$ cat src/rtl/pid_regulator_if.sv
// Bundles the control/sample inputs and the duty outputs of pid_regulator.
// master: the side driving samples and gains; slave: the regulator itself.
interface pid_regulator_if #(
  parameter int DW    = 12,
  parameter int KW    = 16,
  parameter int OUT_W = 15
);
  logic             en;
  logic             sample;
  logic [DW-1:0]    setpoint;
  logic [DW-1:0]    measured;
  logic [KW-1:0]    kp;
  logic [KW-1:0]    ki;
  logic [KW-1:0]    kd;
  logic [OUT_W-1:0] duty;
  logic             duty_valid;
  logic             busy;

  modport master (
    output en, sample, setpoint, measured, kp, ki, kd,
    input  duty, duty_valid, busy
  );

  modport slave (
    input  en, sample, setpoint, measured, kp, ki, kd,
    output duty, duty_valid, busy
  );
endinterface

$ cat src/rtl/pid_regulator.sv
// Discrete PID regulator producing a saturated PWM duty word, one shared multiplier sequenced by an FSM.
// Define PID_DERIV_EN to include the derivative term (MUL_D state, sample-to-duty latency 5 instead of 4).
module pid_regulator #(
  parameter int DW    = 12,
  parameter int KW    = 16,
  parameter int IW    = 32,
  parameter int OUT_W = 15
) (
  input  logic           clk1,
  input  logic           rst,
  pid_regulator_if.slave bus
);
  localparam int EW = DW + 1;        // error width
  localparam int MW = DW + 2;        // multiplier data operand, holds e - e_prev
  localparam int PW = KW + 1 + MW;   // product width
  localparam int CW = IW + 1;
  localparam int UW = IW + 2;
  localparam logic signed [CW-1:0] I_MAX = {2'b00, {(IW-1){1'b1}}};
  localparam logic signed [CW-1:0] I_MIN = -I_MAX;
  localparam logic signed [UW-1:0] U_MAX = {{(UW-OUT_W){1'b0}}, {OUT_W{1'b1}}};

  typedef enum logic [2:0] {
    S_IDLE,
    S_ERR,
    S_MUL_P,
    S_MUL_I,
`ifdef PID_DERIV_EN
    S_MUL_D,
`endif
    S_SUM
  } state_t;

  state_t                  state_q, state_d;
  logic [DW-1:0]           sp_q, sp_d;
  logic [DW-1:0]           ms_q, ms_d;
  logic [KW-1:0]           kp_q, kp_d;
  logic [KW-1:0]           ki_q, ki_d;
  logic signed [EW-1:0]    e_q, e_d;
  logic signed [PW-1:0]    p_q, p_d;
  logic signed [IW-1:0]    acc_q, acc_d;
  logic                    sat_q, sat_d;
  logic                    sat_hi_q, sat_hi_d;
  logic [OUT_W-1:0]        duty_q, duty_d;
  logic                    duty_valid_q, duty_valid_d;
  logic                    busy_q, busy_d;
  logic signed [PW-1:0]    d_term;
`ifdef PID_DERIV_EN
  logic [KW-1:0]           kd_q, kd_d;
  logic signed [EW-1:0]    e_prev_q, e_prev_d;
  logic signed [PW-1:0]    d_q, d_d;
  assign d_term = d_q;
`else
  logic                    unused_kd;
  assign unused_kd = ^bus.kd;
  assign d_term    = '0;
`endif

  logic signed [KW:0]      mul_a;
  logic signed [MW-1:0]    mul_b;
  logic signed [PW-1:0]    prod;
  logic signed [CW-1:0]    cand;
  logic signed [IW-1:0]    cand_sat;
  logic signed [UW-1:0]    u_sum;
  logic signed [UW-1:0]    u_sh;
  logic                    commit;

  // Operand select for the single multiplier shared by the P, I and D passes.
  always_comb begin
    mul_a = $signed({1'b0, kp_q});
    mul_b = MW'(e_q);
    case (state_q)
      S_MUL_I: mul_a = $signed({1'b0, ki_q});
`ifdef PID_DERIV_EN
      S_MUL_D: begin
        mul_a = $signed({1'b0, kd_q});
        mul_b = MW'(e_q) - MW'(e_prev_q);
      end
`endif
      default: ;
    endcase
  end

  assign prod = mul_a * mul_b;

  always_comb begin
    cand     = CW'(acc_q) + CW'(prod);
    cand_sat = cand[IW-1:0];
    if (cand > I_MAX) begin
      cand_sat = I_MAX[IW-1:0];
    end else if (cand < I_MIN) begin
      cand_sat = I_MIN[IW-1:0];
    end
  end

  // After a clamped pass the integrator may only move back toward the linear range.
  assign commit = !sat_q || (sat_hi_q ? e_q[EW-1] : (!e_q[EW-1] && (e_q != '0)));

  assign u_sum = UW'(p_q) + UW'(acc_q) + UW'(d_term);
  assign u_sh  = u_sum >>> 8;

  always_comb begin
    state_d      = state_q;
    sp_d         = sp_q;
    ms_d         = ms_q;
    kp_d         = kp_q;
    ki_d         = ki_q;
    e_d          = e_q;
    p_d          = p_q;
    acc_d        = acc_q;
    sat_d        = sat_q;
    sat_hi_d     = sat_hi_q;
    duty_d       = duty_q;
    duty_valid_d = 1'b0;
    busy_d       = busy_q;
`ifdef PID_DERIV_EN
    kd_d         = kd_q;
    e_prev_d     = e_prev_q;
    d_d          = d_q;
`endif
    if (!bus.en) begin
      state_d  = S_IDLE;
      acc_d    = '0;
      sat_d    = 1'b0;
      sat_hi_d = 1'b0;
      duty_d   = '0;
      busy_d   = 1'b0;
`ifdef PID_DERIV_EN
      e_prev_d = '0;
`endif
    end else begin
      case (state_q)
        S_IDLE: begin
          if (bus.sample) begin
            sp_d    = bus.setpoint;
            ms_d    = bus.measured;
            kp_d    = bus.kp;
            ki_d    = bus.ki;
`ifdef PID_DERIV_EN
            kd_d    = bus.kd;
`endif
            busy_d  = 1'b1;
            state_d = S_ERR;
          end
        end
        S_ERR: begin
          e_d     = $signed({1'b0, sp_q}) - $signed({1'b0, ms_q});
          state_d = S_MUL_P;
        end
        S_MUL_P: begin
          p_d     = prod;
          state_d = S_MUL_I;
        end
        S_MUL_I: begin
          if (commit) begin
            acc_d = cand_sat;
          end
`ifdef PID_DERIV_EN
          state_d = S_MUL_D;
`else
          state_d = S_SUM;
`endif
        end
`ifdef PID_DERIV_EN
        S_MUL_D: begin
          d_d      = prod;
          e_prev_d = e_q;
          state_d  = S_SUM;
        end
`endif
        S_SUM: begin
          if (u_sh[UW-1]) begin
            duty_d   = '0;
            sat_d    = 1'b1;
            sat_hi_d = 1'b0;
          end else if (u_sh > U_MAX) begin
            duty_d   = '1;
            sat_d    = 1'b1;
            sat_hi_d = 1'b1;
          end else begin
            duty_d   = u_sh[OUT_W-1:0];
            sat_d    = 1'b0;
            sat_hi_d = 1'b0;
          end
          duty_valid_d = 1'b1;
          busy_d       = 1'b0;
          state_d      = S_IDLE;
        end
        default: state_d = S_IDLE;
      endcase
    end
  end

  always_ff @(posedge clk1) begin
    if (rst) begin
      state_q      <= S_IDLE;
      sp_q         <= '0;
      ms_q         <= '0;
      kp_q         <= '0;
      ki_q         <= '0;
      e_q          <= '0;
      p_q          <= '0;
      acc_q        <= '0;
      sat_q        <= 1'b0;
      sat_hi_q     <= 1'b0;
      duty_q       <= '0;
      duty_valid_q <= 1'b0;
      busy_q       <= 1'b0;
`ifdef PID_DERIV_EN
      kd_q         <= '0;
      e_prev_q     <= '0;
      d_q          <= '0;
`endif
    end else begin
      state_q      <= state_d;
      sp_q         <= sp_d;
      ms_q         <= ms_d;
      kp_q         <= kp_d;
      ki_q         <= ki_d;
      e_q          <= e_d;
      p_q          <= p_d;
      acc_q        <= acc_d;
      sat_q        <= sat_d;
      sat_hi_q     <= sat_hi_d;
      duty_q       <= duty_d;
      duty_valid_q <= duty_valid_d;
      busy_q       <= busy_d;
`ifdef PID_DERIV_EN
      kd_q         <= kd_d;
      e_prev_q     <= e_prev_d;
      d_q          <= d_d;
`endif
    end
  end

  assign bus.duty       = duty_q;
  assign bus.duty_valid = duty_valid_q;
  assign bus.busy       = busy_q;
endmodule

$ cat src/flat_wrapper.sv
// flat-port wrapper written by rule: the top's interface ports become plain ports
module pid_regulator_flat 
#(
  parameter int DW    = 12,
  parameter int KW    = 16,
  parameter int IW    = 32,
  parameter int OUT_W = 15
)
  (clk1, rst, bus_en, bus_sample, bus_setpoint, bus_measured, bus_kp, bus_ki, bus_kd, bus_duty, bus_duty_valid, bus_busy);
  pid_regulator_if #(.DW(DW), .KW(KW), .OUT_W(OUT_W)) bus_i ();
  input  logic clk1;
  input  logic rst;
  input wire logic [$bits(bus_i.en)-1:0] bus_en;
  input wire logic [$bits(bus_i.sample)-1:0] bus_sample;
  input wire logic [$bits(bus_i.setpoint)-1:0] bus_setpoint;
  input wire logic [$bits(bus_i.measured)-1:0] bus_measured;
  input wire logic [$bits(bus_i.kp)-1:0] bus_kp;
  input wire logic [$bits(bus_i.ki)-1:0] bus_ki;
  input wire logic [$bits(bus_i.kd)-1:0] bus_kd;
  output wire logic [$bits(bus_i.duty)-1:0] bus_duty;
  output wire logic [$bits(bus_i.duty_valid)-1:0] bus_duty_valid;
  output wire logic [$bits(bus_i.busy)-1:0] bus_busy;
  assign bus_i.en = bus_en;
  assign bus_i.sample = bus_sample;
  assign bus_i.setpoint = bus_setpoint;
  assign bus_i.measured = bus_measured;
  assign bus_i.kp = bus_kp;
  assign bus_i.ki = bus_ki;
  assign bus_i.kd = bus_kd;
  assign bus_duty = bus_i.duty;
  assign bus_duty_valid = bus_i.duty_valid;
  assign bus_busy = bus_i.busy;
  pid_regulator #(.DW(DW), .KW(KW), .IW(IW), .OUT_W(OUT_W)) u_core (.clk1(clk1), .rst(rst), .bus(bus_i));
endmodule
$ cat config.mk
export PLATFORM = sky130hd
export DESIGN_NAME = pid_regulator_flat
export DESIGN_NICKNAME = d
export VERILOG_FILES = /design/src/rtl/pid_regulator_if.sv /design/src/rtl/pid_regulator.sv /design/src/flat_wrapper.sv
export SDC_FILE = /design/constraint.sdc
export NUM_CORES = 1
export LEC_CHECK = 0
export CELL_PAD_IN_SITES_DETAIL_PLACEMENT = 1
export CELL_PAD_IN_SITES_GLOBAL_PLACEMENT = 2
export CORE_MARGIN = 1
export CORE_UTILIZATION = 41
export CTS_CLUSTER_DIAMETER = 80
export DETAILED_ROUTE_END_ITERATION = 12
export GPL_TIMING_DRIVEN = 0
export PLACE_DENSITY = 0.9
export SETUP_SLACK_MARGIN = 0.3
export SLEW_MARGIN = 10
export SYNTH_ARGS = -nofsm -noshare
export SYNTH_HDL_FRONTEND = slang
export SYNTH_SLANG_ARGS = --single-unit
export TNS_END_PERCENT = 20
$ cat constraint.sdc
create_clock -name clk1 -period 25.4 [get_ports clk1]
set_input_delay 7.62 -clock clk1 [delete_from_list [all_inputs] [get_ports clk1]]
set_output_delay 7.62 -clock clk1 [all_outputs]
set_load 0.05 [all_outputs]
==> flow_metrics.py <==
metrics = {
    "run_status": {
        "outcome": "finished clean",
    },
    "drt": {
        "highest_layer": "met4",
        "viasPerCell": 5.670,
        "antenna_left": 0,
        "via_count": 14930,
        "finalWirelength_um": 54340,
        "dr_wl_met3_um": 2830,
        "drt_iter0_markers": 845,
        "drt_drc_violations_left": 0,
        "wl_met1_um": 25060,
        "wl_per_cell_um": 20.64,
        "met2_length_um": 25240,
        "first_pass_iters": 5,
    },
    "critical_path": {
        "arrival_ns": 12.94,
        "crit_path_max_fanout": 10,
        "startpoint": "u_core.state_q[1]",
        "crit_path_frequent_cell": "fa_1",
        "reg2reg_from": "u_core.state_q[1]",
        "reg2reg_depth": 32,
        "critPathSlowestCell": "o41ai_2",
        "start_kind": "flip-flop",
        "r2r_end": "u_core.acc_q[22]",
        "crit_type": "reg -> reg",
        "worstSetupEndpointType": "flip-flop",
        "endpoint": "u_core.acc_q[22]",
        "required_ns": 25.70,
        "rrSetupSlack_ns": 12.76,
        "cpPeakStageDelay_ns": 0.90,
    },
    "timing": {
        "drv_slew": 0,
        "finalCritPeriodShare_pct": 49.75,
        "hold_ws_ns": 0.4546,
        "maxSlewHeadroom_pct": 31.84,
        "min_period_ns": 12.64,
        "tns_ns": 0,
        "finClkSkew_ns": 0.01284,
        "max_freq_mhz": 79.13,
        "setup_viol": 0,
        "worst_pin_slew_ns": 1.011,
        "hold_viol": 0,
        "rsz0062_at_grt": "false",
    },
    "run": {
        "drv_cap": 0,
    },
    "clock_network": {
        "cts_max_path_buffers": 2,
        "postCtsSetupRepairBufs": 0,
        "numCtsBuffers": 17,
        "clock_latency_ns": 0.45,
        "cts_max_level": 4,
        "root_buffer": "clkbuf_16",
        "cts_tree": "yes",
        "cts_resized": 0,
        "cts.reportedPaths.clkPinSlew_ns": 0.07,
        "cts_sinks": 153,
        "postCtsHoldBufs": 0,
    },
    "cells_and_area": {
        "area_growth_pct": 12.22,
        "finish.utilization_pct": 46.66,
        "antennaDiodeCount": 0,
        "fin_area_sq_mm": 0.01854,
        "layout-drive-gt1-share_pct": 3.463,
        "nNetsFinal": 2506,
        "final_common_cell": "nand2_1",
        "final_cell_mix": "326 x nand2_1, 195 x inv_1, 179 x ha_1",
    },
    "power": {
        "p_leak_nw": 8.439,
        "powerDensity_mw_per_mm2": 34.14,
        "ir_worst_vdd_mv": 0.04031,
    },
    "min_path": {
        "worst_hold_path_type": "reg -> reg",
        "min_from": "u_core.kp_q[11]",
    },
    "yosys": {
        "avgSynthCellArea_sq_um": 8.256,
        "syn_area_sq_mm": 0.01652,
        "synth.area.top_cells": "fa_1 19%, dfxtp_1 19%, ha_1 14%, nand2_1 7.4%, a21oi_1 4.8%",
        "syn_nets": 2412,
        "ys_ff_latch": 153,
        "synth_largest_area_cell": "fa_1",
        "synth-edff-count": 0,
        "synthArstFlopShare_pct": 0,
        "synth_top_area_share_pct": 18.90,
        "ys_warn_count": 0,
        "ys_seq_area_share_pct": 18.54,
        "yosysUniqueCellTypes": 77,
        "synth_flop_cell": "dfxtp_1",
        "syn_inst": 2001,
    },
    "floorplanning": {
        "dieArea_sq_mm": 0.04110,
        "ios": 93,
        "die_w_um": 202.7,
        "initial_utilization_pct": 41.58,
        "num_rows": 73,
        "core_region_area_sq_mm": 0.03973,
        "die_h_um": 202.7,
    },
    "grt": {
        "antenna_found_initial": 0,
        "grt_use_total_pct": 27.02,
        "grt_max_degree": 17,
        "grt_first_pass_wirelength_um": 86240,
        "grt_pass1_vias": 15630,
        "grt_overflow": 0,
    },
    "place": {
        "place.gp.congestion": 0.9098,
        "port_buffers": 75,
        "place_area_sq_mm": 0.01793,
        "dpl.hpwl_um": 44550,
    },
}
logic make-up after synthesis:
| family | synth area share [%] |
|---|---|
| compound gates | 17.39 |
| xor+xnor | 3.340 |
| fa+ha+maj | 32.76 |
| buf+inv | 6.922 |
| flops | 18.54 |
| mux | 1.265 |
| simple gates | 19.78 |
how the worst min path moves through the flow:
stage,endpoint,slack [ns],cells after the start
5_1_grt,u_core.kp_q[14],0.47,2
3_3_place_gp,u_core.kp_q[7],0.44,2
6_report,u_core.kp_q[11],0.45,2
2_1_floorplan,u_core.kp_q[10],0.43,2
3_5_place_dp,u_core.ki_q[2],0.45,2
4_1_cts,u_core.ki_q[2],0.46,2
final cells by class:
cell class,instances,area (sq um)
Fill cell,4809,21190
Multi-Input combinational cell,1547,12310
Sequential cell,153,3063
Timing Repair Buffer,75,750.7
Inverter,195,732.0
Tap cell,525,656.9
Clock buffer,19,452.9
Buffer,106,411.6
Clock inverter,13,157.7
layer usage:
metal,global-route usage [%],up-vias
met5,0,-
met4,7.116,0
met3,3.804,72
met2,44.28,350
met1,37.17,7505
li1,-,7002
where the power goes:
group | total [W] | switching, W | internal, W | leakage, nW
combinational | 0.000106 | 0.0000665 | 0.0000395 | 6.90
sequential | 0.000249 | 0.00000382 | 0.000245 | 1.24
clock | 0.000278 | 0.000125 | 0.000153 | 0.296
worst max-delay path: cells and delay by family (launching register included):
kind / cells / cell delay, ns
muxes: 1 / 0.70
DFF: 1 / 0.30
buffers and inverters: 6 / 2.16
AOI/OAI and AO/OA: 10 / 3.60
and+or+nand+nor: 5 / 1.34
adders and majority gates: 8 / 3.78
xor gates and xnor gates: 2 / 0.57
flip-flops by register name, summed over array words and instances, names as in the netlist:
signal and count:
u_core.state_q 3, u_core.bus.busy 1, u_core.ki_q 16, u_core.acc_q 32, u_core.bus.duty 15, u_core.sat_hi_q 1, u_core.kp_q 16, u_core.e_q 13
u_core.bus.duty_valid 1, u_core.ms_q 12, u_core.sat_q 1, u_core.p_q 30, u_core.sp_q 12
synth_stat cells, types with 11 or more instances:
| master | number |
|---|---|
| a211oi_1 | 42 |
| a21o_1 | 31 |
| a21oi_1 | 158 |
| a221o_1 | 15 |
| a31oi_1 | 12 |
| and2_1 | 90 |
| and3_1 | 11 |
| clkbuf_1 | 99 |
| dfxtp_1 | 153 |
| fa_1 | 156 |
| ha_1 | 179 |
| inv_1 | 195 |
| mux2_2 | 15 |
| nand2_1 | 326 |
| nand2b_1 | 12 |
| nand3_1 | 19 |
| nand4_1 | 19 |
| nor2_1 | 85 |
| nor2b_1 | 26 |
| nor3_1 | 30 |
| nor4_1 | 12 |
| o21a_1 | 16 |
| o21ai_0 | 39 |
| o22ai_1 | 27 |
| or3_1 | 20 |
| xnor2_1 | 42 |
| xor2_1 | 21 |
through the flow:
step / cells / setup slack [ns] / total power (W)
final: 2633 / 12.76 / 0.0006328
after global routing: 2633 / 12.18 / 0.0006534
after CTS: 2633 / 12.93 / 0.0006348
after detailed placement: 2601 / 13.02 / 0.0003593
after global placement: 2601 / 13.12 / 0.0003559
after floorplan: 2001 / 16.20 / 0.0003188
Power figures use the tool's default switching activity.
